### src/rtl/cache_refill_ctrl.sv
// Miss-handling refill controller: takes one miss, obtains a victim way from the
// replacement policy, bursts the line in from memory and writes data and tag arrays.
module cache_refill_ctrl #(
    parameter int WAY_COUNT      = 2,
    parameter int SET_COUNT      = 64,
    parameter int ADDR_WIDTH     = 32,
    parameter int DATA_WIDTH     = 32,
    parameter int WORDS_PER_LINE = 4,
    localparam int WRD_W = $clog2(WORDS_PER_LINE),
    localparam int OFF_W = WRD_W + $clog2(DATA_WIDTH / 8),
    localparam int SET_W = $clog2(SET_COUNT),
    localparam int WAY_W = $clog2(WAY_COUNT),
    localparam int TAG_W = ADDR_WIDTH - SET_W - OFF_W
) (
    input  logic                  clk,
    input  logic                  reset,
    input  logic                  miss_valid,
    output logic                  miss_ready,
    input  logic [ADDR_WIDTH-1:0] miss_addr,
    output logic [SET_W-1:0]      rp_set,
    input  logic [WAY_W-1:0]      rp_way,
    input  logic                  rp_ready,
    output logic                  rp_taken,
    output logic                  rp_written,
    output logic                  mem_req_valid,
    input  logic                  mem_req_ready,
    output logic [ADDR_WIDTH-1:0] mem_req_addr,
    input  logic                  mem_rsp_valid,
    input  logic [DATA_WIDTH-1:0] mem_rsp_data,
    output logic                  arr_we,
    output logic [SET_W-1:0]      arr_set,
    output logic [WAY_W-1:0]      arr_way,
    output logic [WRD_W-1:0]      arr_word,
    output logic [DATA_WIDTH-1:0] arr_wdata,
    output logic                  tag_we,
    output logic [TAG_W-1:0]      tag_wdata,
    output logic                  refill_done,
    output logic                  protocol_error
);

    typedef enum logic [2:0] {
        S_IDLE   = 3'd0,
        S_SELECT = 3'd1,
        S_REQ    = 3'd2,
        S_FILL   = 3'd3,
        S_COMMIT = 3'd4
    } state_t;

    state_t             r_state;
    state_t             w_next;
    logic [TAG_W-1:0]   r_tag;
    logic [SET_W-1:0]   r_set;
    logic [WAY_W-1:0]   r_way;
    logic [WRD_W-1:0]   r_beat;
    logic               r_perr;
    logic               w_last_beat;
    logic               w_stray_beat;
    logic               w_unused_off;

    // Byte/word offset of the miss address is irrelevant: the whole line is fetched.
    assign w_unused_off = ^miss_addr[OFF_W-1:0];

    assign w_last_beat  = (r_beat == WRD_W'(WORDS_PER_LINE - 1));
    assign w_stray_beat = mem_rsp_valid &&
                          (r_state == S_IDLE || r_state == S_SELECT || r_state == S_REQ);

    assign rp_set         = r_set;
    assign arr_set        = r_set;
    assign arr_way        = r_way;
    assign arr_word       = r_beat;
    assign arr_wdata      = mem_rsp_data;
    assign tag_wdata      = r_tag;
    assign mem_req_addr   = {r_tag, r_set, {OFF_W{1'b0}}};
    assign protocol_error = r_perr;

    always_ff @(posedge clk) begin
        if (!reset) begin
            r_state <= S_IDLE;
        end else begin
            r_state <= w_next;
        end
    end

    always_comb begin
        w_next        = r_state;
        miss_ready    = 1'b0;
        rp_taken      = 1'b0;
        rp_written    = 1'b0;
        mem_req_valid = 1'b0;
        arr_we        = 1'b0;
        tag_we        = 1'b0;
        refill_done   = 1'b0;
        case (r_state)
            S_IDLE: begin
                miss_ready = 1'b1;
                if (miss_valid) w_next = S_SELECT;
            end
            S_SELECT: begin
                if (rp_ready) begin
                    rp_taken = 1'b1;
                    w_next   = S_REQ;
                end
            end
            S_REQ: begin
                mem_req_valid = 1'b1;
                if (mem_req_ready) w_next = S_FILL;
            end
            S_FILL: begin
                arr_we = mem_rsp_valid;
                if (mem_rsp_valid && w_last_beat) w_next = S_COMMIT;
            end
            S_COMMIT: begin
                tag_we      = 1'b1;
                rp_written  = 1'b1;
                refill_done = 1'b1;
                w_next      = S_IDLE;
            end
            default: w_next = S_IDLE;
        endcase
    end

    // Request context latches; beat counter wraps to zero on the last beat.
    always_ff @(posedge clk) begin
        if (!reset) begin
            r_tag  <= '0;
            r_set  <= '0;
            r_way  <= '0;
            r_beat <= '0;
            r_perr <= 1'b0;
        end else begin
            if (r_state == S_IDLE && miss_valid) begin
                r_tag <= miss_addr[ADDR_WIDTH-1 -: TAG_W];
                r_set <= miss_addr[OFF_W +: SET_W];
            end
            if (r_state == S_SELECT && rp_ready) r_way <= rp_way;
            if (r_state == S_REQ && mem_req_ready) r_beat <= '0;
            if (arr_we) r_beat <= r_beat + 1'b1;
            if (w_stray_beat) r_perr <= 1'b1;
        end
    end

endmodule
### config.mk
export PLATFORM = sky130hd
export DESIGN_NAME = cache_refill_ctrl
export DESIGN_NICKNAME = d
export VERILOG_FILES = /design/src/rtl/cache_refill_ctrl.sv
export SDC_FILE = /design/constraint.sdc
export NUM_CORES = 1
export LEC_CHECK = 0
export CAP_MARGIN = 25
export CORE_MARGIN = 4
export CORE_UTILIZATION = 31
export DETAILED_ROUTE_END_ITERATION = 8
export GPL_ROUTABILITY_DRIVEN = 1
export GPL_TIMING_DRIVEN = 0
export MAX_ROUTING_LAYER = met4
export PLACE_DENSITY = 0.81
export SLEW_MARGIN = 25
export SYNTH_ARGS = -nofsm -noshare
export SYNTH_HDL_FRONTEND = slang
export SYNTH_SLANG_ARGS = --single-unit
### constraint.sdc
create_clock -name clk -period 2.1 [get_ports clk]
set_clock_uncertainty 0.1 [all_clocks]
set_input_delay 0.315 -clock clk [delete_from_list [all_inputs] [get_ports clk]]
set_output_delay 0.315 -clock clk [all_outputs]
set_load 0.02 [all_outputs]
==> results.ini, run 1 <==
[sta]
setup_slack_ns=0.0804
final_hold_viol_count=0
whs_ns=0.369
rsz0062_at_grt=false
setup_viol=0
period_share_pct=96.2
min_period_ns=2.02
final.setup.tns_ns=0
worstMarginPinSlew_ns=0.645
relSlewSlack_pct=56.8
max_clock_freq_ghz=0.495
drv_slew=0

[job]
drv_cap=0

[clock_tree]
cts_tree=done
ctsHtreeMaxLevel=2
cts_inserted_buffers=5
ctsResizeCount=9
cts-root-buf=clkbuf_8
clk_pin_slew_worst_paths_ns=0.07
cts_setup_buffers=0
clkLatencyLatePin_ns=0.28
cts_hold_buffers=0
cts_sinks=35
cts_max_path_buffers=2

[setup_path]
r2r-start=r_state[1]
r2r-end=tag_wdata[13]
r2r_cells=5
crit_type=reg2out
max_stage_delay_ns=0.64
cp-start-kind=flop
worstPathArrival_ns=1.60
cp_cell_sequence=buf_4, nor3_1, clkdlybuf4s50_1
cp_max_fo=10
cp.required_ns=1.68
rrSetupSlack_ns=0.43
cp-end-kind=primary output
slowest_stage=clkdlybuf4s50_1

[detailed_routing]
wl_met2_um=2930
post_drt_via_cell_ratio=4.28
routedWlPerCell_um=12.4
routed.top_layer=met4
final_antenna_net_count=0
drc_errors=0
dr_total_vias=1985
route.met3.wl_um=615
wl_met1_um=2140
drtPass1Iterations=4
wl_um=5740
drtIter0Drc=18

[final_layout]
post-route-util_pct=59.3
filler_cell_count=549
post-route-cell-area_sq_um=3570
syn_to_final_growth_pct=82.5
drive_gt1_share_pct=24.4
antenna_cells=0
finalNonFillerCells=464
final_nets=460

[hold_path]
worstHoldPathCells=2
min_to=tag_wdata[16]
min-delay-start=tag_wdata[16]
hold_path.class=reg2reg

[synthesis]
seq_area_frac_synth_pct=35.8
synthesis.area_sq_um=1960
yosysWarnings=0
synth_seq_cells=35
synth_top_area_share_pct=35.8
syn_inst=239
yosysUniqueCellTypes=30
syn_avg_cell_area_sq_um=8.19
synth_largest_area_cell=dfxtp_1
synth_area_leaders=dfxtp_1 36%, buf_4 28%, nand2_1 11%

[global_route]
grt_max_degree=12
grt_use_total_pct=15.0
overflow=0
grt_pass1_vias=1942
antenna_found_initial=0
grt_pass1_wl_um=8890

[power]
ir_drop_mv=0.404
power_mw=3.18
power_density_nw_per_um2=889
power.leakage_nw=1.54

[die]
rows=28
start_util_pct=32.5
die_area_sq_um=7650
core_sq_um=6030
pin_count=180
die_x_um=87.5
die_h_um=87.5

[placement]
place_area_sq_um=3450
dp_cells=456
port_buffers=139
gp_congestion=0.768
place_ws_ns=-0.0689
dp_hpwl_um=4790

[outcome]
outcome=completed

[cell usage after synthesis]
cell type,n
nor3_1,2
and2b_2,1
nand3_1,3
a32oi_1,2
buf_8,2
dfxtp_1,35
ha_1,1
or3_2,1
buf_2,1
nor2b_1,1
nand2_1,59
and4bb_2,1
and3_1,1
clkbuf_1,3
conb_1,1
nor2_1,3
nor4b_4,1
mux2i_1,3
or4bb_2,1
nand4b_1,1
buf_6,5
buf_4,72
nand2b_1,2
xor2_1,1
inv_1,2
a31oi_1,1
a21oi_1,30
a211oi_1,1
clkinv_1,1
or4b_1,1
[critical path: cells and delay by family, from the launching register on]
family / cells / cell delay (ns)
buffers and inverters: 2 / 0.82
and+or+nand+nor: 1 / 0.14
DFF: 1 / 0.36
[state kept, by name, indices dropped and copies added (netlist names)]
register,flops
arr_set,6
arr_way,1
arr_word,2
protocol_error,1
r_state,3
tag_wdata,22
[area by class of cell]
| class | count | area, sq um | area share [%] |
|---|---|---|---|
| buffer | 83 | 646 | 18.1 |
| timing repair buffer | 139 | 1380 | 38.7 |
| tap | 75 | 93.8 | 2.63 |
| inverter | 3 | 11.3 | 0.315 |
| sequential | 35 | 702 | 19.6 |
| clock inverter | 2 | 35.0 | 0.980 |
| multi-input combinational | 121 | 619 | 17.3 |
| clock buffer | 6 | 82.6 | 2.31 |
[layer usage]
metal | track usage, % | up-vias
met1 | 16.1 | 880
li1 | - | 989
met4 | 4.74 | 0
met2 | 26.5 | 112
met5 | - | -
met3 | 4.26 | 4
[power breakdown]
| part | leakage (nW) | internal (mW) | switching, mW |
|---|---|---|---|
| Combinational | 1.19 | 0.884 | 0.792 |
| Sequential | 0.287 | 0.782 | 0.100 |
| Clock | 0.0612 | 0.384 | 0.234 |
| Total | 1.54 | 2.05 | 1.13 |
[layout by cell type (no fill, tap or decap), types with 4 or more instances in the layout]
cell and n:
nand2_1 59, dlygate4sd2_1 6, a21oi_1 30, clkbuf_8 6, buf_4 73, buf_6 5, dfxtp_1 34, conb_1 4
clkdlybuf4s50_1 133
[cells by family (layout without fill, tap and decap cells)]
| family | Yosys count | count (layout) | synth area share [%] |
|---|---|---|---|
| compound gates | 34 | 34 | 9.27 |
| xor+xnor | 1 | 1 | 0.447 |
| fa+ha+maj | 1 | 1 | 0.639 |
| other cells | 1 | 4 | 0.192 |
| buf+inv | 86 | 233 | 33.4 |
| simple gates | 78 | 78 | 18.7 |
| flops | 35 | 35 | 35.8 |
| mux | 3 | 3 | 1.53 |
[worst max-delay path by stage]
stage / from / end / slack (ns) / cells past startpoint
6_report: r_state[0] / miss_ready / 0.08 / 3
3_3_place_gp: mem_rsp_valid / arr_we / -0.06 / 4
4_1_cts: r_state[0] / miss_ready / 0.08 / 3
5_1_grt: r_state[0] / miss_ready / 0.01 / 3
3_5_place_dp: mem_rsp_valid / arr_we / -0.07 / 4
2_1_floorplan: r_state[0] / rp_written / 0.34 / 3
Note: power is estimated with default switching activity, not from simulation.
==> run 2, diff against run 1 <==
ABC_AREA = 1   (was unset)
CTS_CLUSTER_SIZE = 24   (was unset)
PLACE_DENSITY = 0.82   (was 0.81)
SLEW_MARGIN = 15   (was 25)
==> results.ini, run 2 <==
[outcome]
outcome=completed  ; unchanged

[clock_tree]
ctsHtreeMaxLevel=2  ; unchanged
clkLatencyLatePin_ns=0.28  ; about the same
cts_tree=done  ; unchanged
cts_inserted_buffers=5  ; unchanged
clk_pin_slew_worst_paths_ns=0.07  ; about the same
cts_hold_buffers=0  ; unchanged
cts_max_path_buffers=2  ; unchanged
cts_setup_buffers=0  ; unchanged
cts-root-buf=clkbuf_8  ; unchanged
cts_sinks=35  ; unchanged

[setup_path]
r2r-end=tag_wdata[20]  ; was tag_wdata[13]
cp-start-kind=flop  ; unchanged
crit_type=reg2out  ; unchanged
r2r_cells=7  ; was 5
cp-end-kind=primary output  ; unchanged
worstPathArrival_ns=1.54  ; was 1.60 ns
rrSetupSlack_ns=0.70  ; was 0.43 ns
r2r-start=r_state[2]  ; was r_state[1]
cp.required_ns=1.68  ; about the same
cp_max_fo=10  ; unchanged

[synthesis]
seq_area_frac_synth_pct=36.2  ; was 35.8%
synth_edf_count=0  ; unchanged
synth_seq_cells=35  ; unchanged
syn_inst=251  ; was 239
synth.most_common_cell=buf_4  ; unchanged
synthArstFlopShare_pct=0  ; unchanged
yosysWarnings=0  ; unchanged
synth_area_leaders=dfxtp_1 36%, buf_4 28%, a21oi_1 8.5%  ; was dfxtp_1 36%, buf_4 28%, nand2_1 11%
yosysUniqueCellTypes=20  ; was 30
ys.flop_type=dfxtp_1  ; unchanged
synth_common_cells=73 x buf_4, 39 x nand2_1, 35 x dfxtp_1, 33 x a21oi_1, 33 x nand3_1  ; was 72 x buf_4, 59 x nand2_1, 35 x dfxtp_1, 30 x a21oi_1, 5 x buf_6
synthesis.area_sq_um=1930  ; was 1960 sq um
synth_largest_area_cell=dfxtp_1  ; unchanged
synth_top_area_share_pct=36.2  ; was 35.8%
syn_avg_cell_area_sq_um=7.70  ; was 8.19 sq um

[final_layout]
final_nets=472  ; was 460
drive_gt1_share_pct=23.4  ; was 24.4%
layout_commonest_cell=clkdlybuf4s50_1  ; unchanged
most-common-layout-cells=132 x clkdlybuf4s50_1, 73 x buf_4, 39 x nand2_1  ; was 133 x clkdlybuf4s50_1, 73 x buf_4, 59 x nand2_1
antenna_cells=0  ; unchanged
largest_reg_flops=22  ; unchanged
syn_to_final_growth_pct=83.7  ; was 82.5%
post-route-cell-area_sq_um=3550  ; was 3570 sq um

[hold_path]
min_to=protocol_error  ; was tag_wdata[16]
min-delay-start=protocol_error  ; was tag_wdata[16]
hold_path.class=reg2reg  ; unchanged
worstHoldPathCells=2  ; unchanged

[global_route]
antenna_found_initial=0  ; unchanged
grt_max_degree=12  ; unchanged
overflow=0  ; unchanged
grt_pass1_vias=2035  ; was 1942
grt_pass1_wl_um=9250  ; was 8890 um
grt_use_total_pct=15.7  ; was 15.0%

[sta]
min_period_ns=1.95  ; was 2.02 ns
setup_viol=0  ; unchanged
drv_slew=0  ; unchanged
period_share_pct=93.0  ; was 96.2%
max_clock_freq_ghz=0.512  ; was 0.495 GHz
rsz0062_at_grt=false  ; unchanged
final_hold_viol_count=0  ; unchanged

[die]
die_h_um=87.0  ; was 87.5 um
die_x_um=87.0  ; was 87.5 um
rows=28  ; unchanged
start_util_pct=32.3  ; was 32.5%
core_sq_um=5990  ; was 6030 sq um
pin_count=180  ; unchanged
die_area_sq_um=7560  ; was 7650 sq um

[placement]
place_area_sq_um=3430  ; was 3450 sq um
dp_hpwl_um=4980  ; was 4790 um
port_buffers=139  ; unchanged
gp_congestion=0.785  ; was 0.768

[power]
power.leakage_nw=1.56  ; was 1.54 nW
power_mw=2.98  ; was 3.18 mW
power_density_nw_per_um2=839  ; was 889 nW/um^2
ir_drop_mv=0.368  ; was 0.404 mV

[detailed_routing]
drtPass1Iterations=4  ; unchanged
drtIter0Drc=44  ; was 18
drc_errors=0  ; unchanged
post_drt_via_cell_ratio=4.40  ; was 4.28
final_antenna_net_count=0  ; unchanged
routedWlPerCell_um=12.6  ; was 12.4 um
dr_total_vias=2095  ; was 1985
wl_um=5990  ; was 5740 um

[job]
drv_cap=0  ; unchanged

-- run 2: cell types whose count changed in the layout (fill, tap and decap cells not counted), sizes merged, moves of 2 or more --
cell	previous run	this run
a21oi	30	33
a32oi	2	0
dlymetal6s2s	0	2
inv	2	7
mux2i	3	0
nand2	59	41
nand2b	2	0
nand3	3	33
nor2	3	11
o21ai	0	2
-- run 2: metal layers --
metal  track usage (%)  wire [um]  up-vias
li1                  -          -     1034
met1              17.5       2230      942
met2              27.9       3110      115
met3              4.35        622        4
met4              2.97         27        0
met5                 -          0        -
-- run 2: how the worst max path moves through the flow --
| stage | from | to | slack [ns] | cells past startpoint |
|---|---|---|---|---|
| 2_1_floorplan | r_state[2] | rp_written | 0.43 | 3 |
| 3_3_place_gp | mem_rsp_valid | arr_we | -0.11 | 4 |
| 3_5_place_dp | mem_rsp_valid | arr_we | -0.1 | 4 |
| 4_1_cts | r_state[2] | tag_we | 0.004 | 4 |
| 5_1_grt | r_state[2] | miss_ready | 0.00008 | 5 |
| 6_report | r_state[2] | miss_ready | 0.15 | 5 |
-- run 2: report_power, final --
group          leakage (nW)  internal (mW)  switching [mW]
registers             0.287          0.766          0.0904
logic                  1.21          0.752           0.748
clock network        0.0612          0.384           0.240
total                  1.56           1.90            1.08
-- run 2: cells by family after synthesis --
group	count (synthesis)	synth area share (%)
fa+ha+maj	1	0.647
simple gates	88	20.5
buf+inv	90	33.1
compound gates	36	9.39
flops	35	36.2
other cells	1	0.194
-- run 2: metrics by stage --
step	instances	hold slack [ns]	TNS (ns)	utilization [%]	setup WS, ns
after floorplan	254	0.351	0	-	0.434
after global placement	468	0.350	-0.113	57.2	-0.113
after detailed placement	468	0.360	-0.0963	57.2	-0.0963
after CTS	476	0.377	0	59.2	0.00403
after global routing	476	0.394	0	59.3	0.0000755
final	476	0.372	0	59.3	0.146
-- run 2: cell type report --
type                       instances  area [sq um]
buffer                            83           613
clock buffer                       6          82.6
clock inverter                     2          35.0
fill                             552          2440
inverter                           7          26.3
multi-input combinational        129           609
sequential                        35           701
tap                               75          93.8
timing repair buffer             139          1390
-- run 2: critical path, cell delays in order (launching register included) --
cell,delay [ns]
dfxtp_1,0.34
inv_2,0.11
nand2_4,0.07
nor2_4,0.12
buf_2,0.24
dlygate4sd2_1,0.37
-- run 2: repair_timing --
action / in CTS / in global routing
setup endpoints to repair: 7 / 2
gates cloned: 0 / 0
resized for setup: 6 / 2
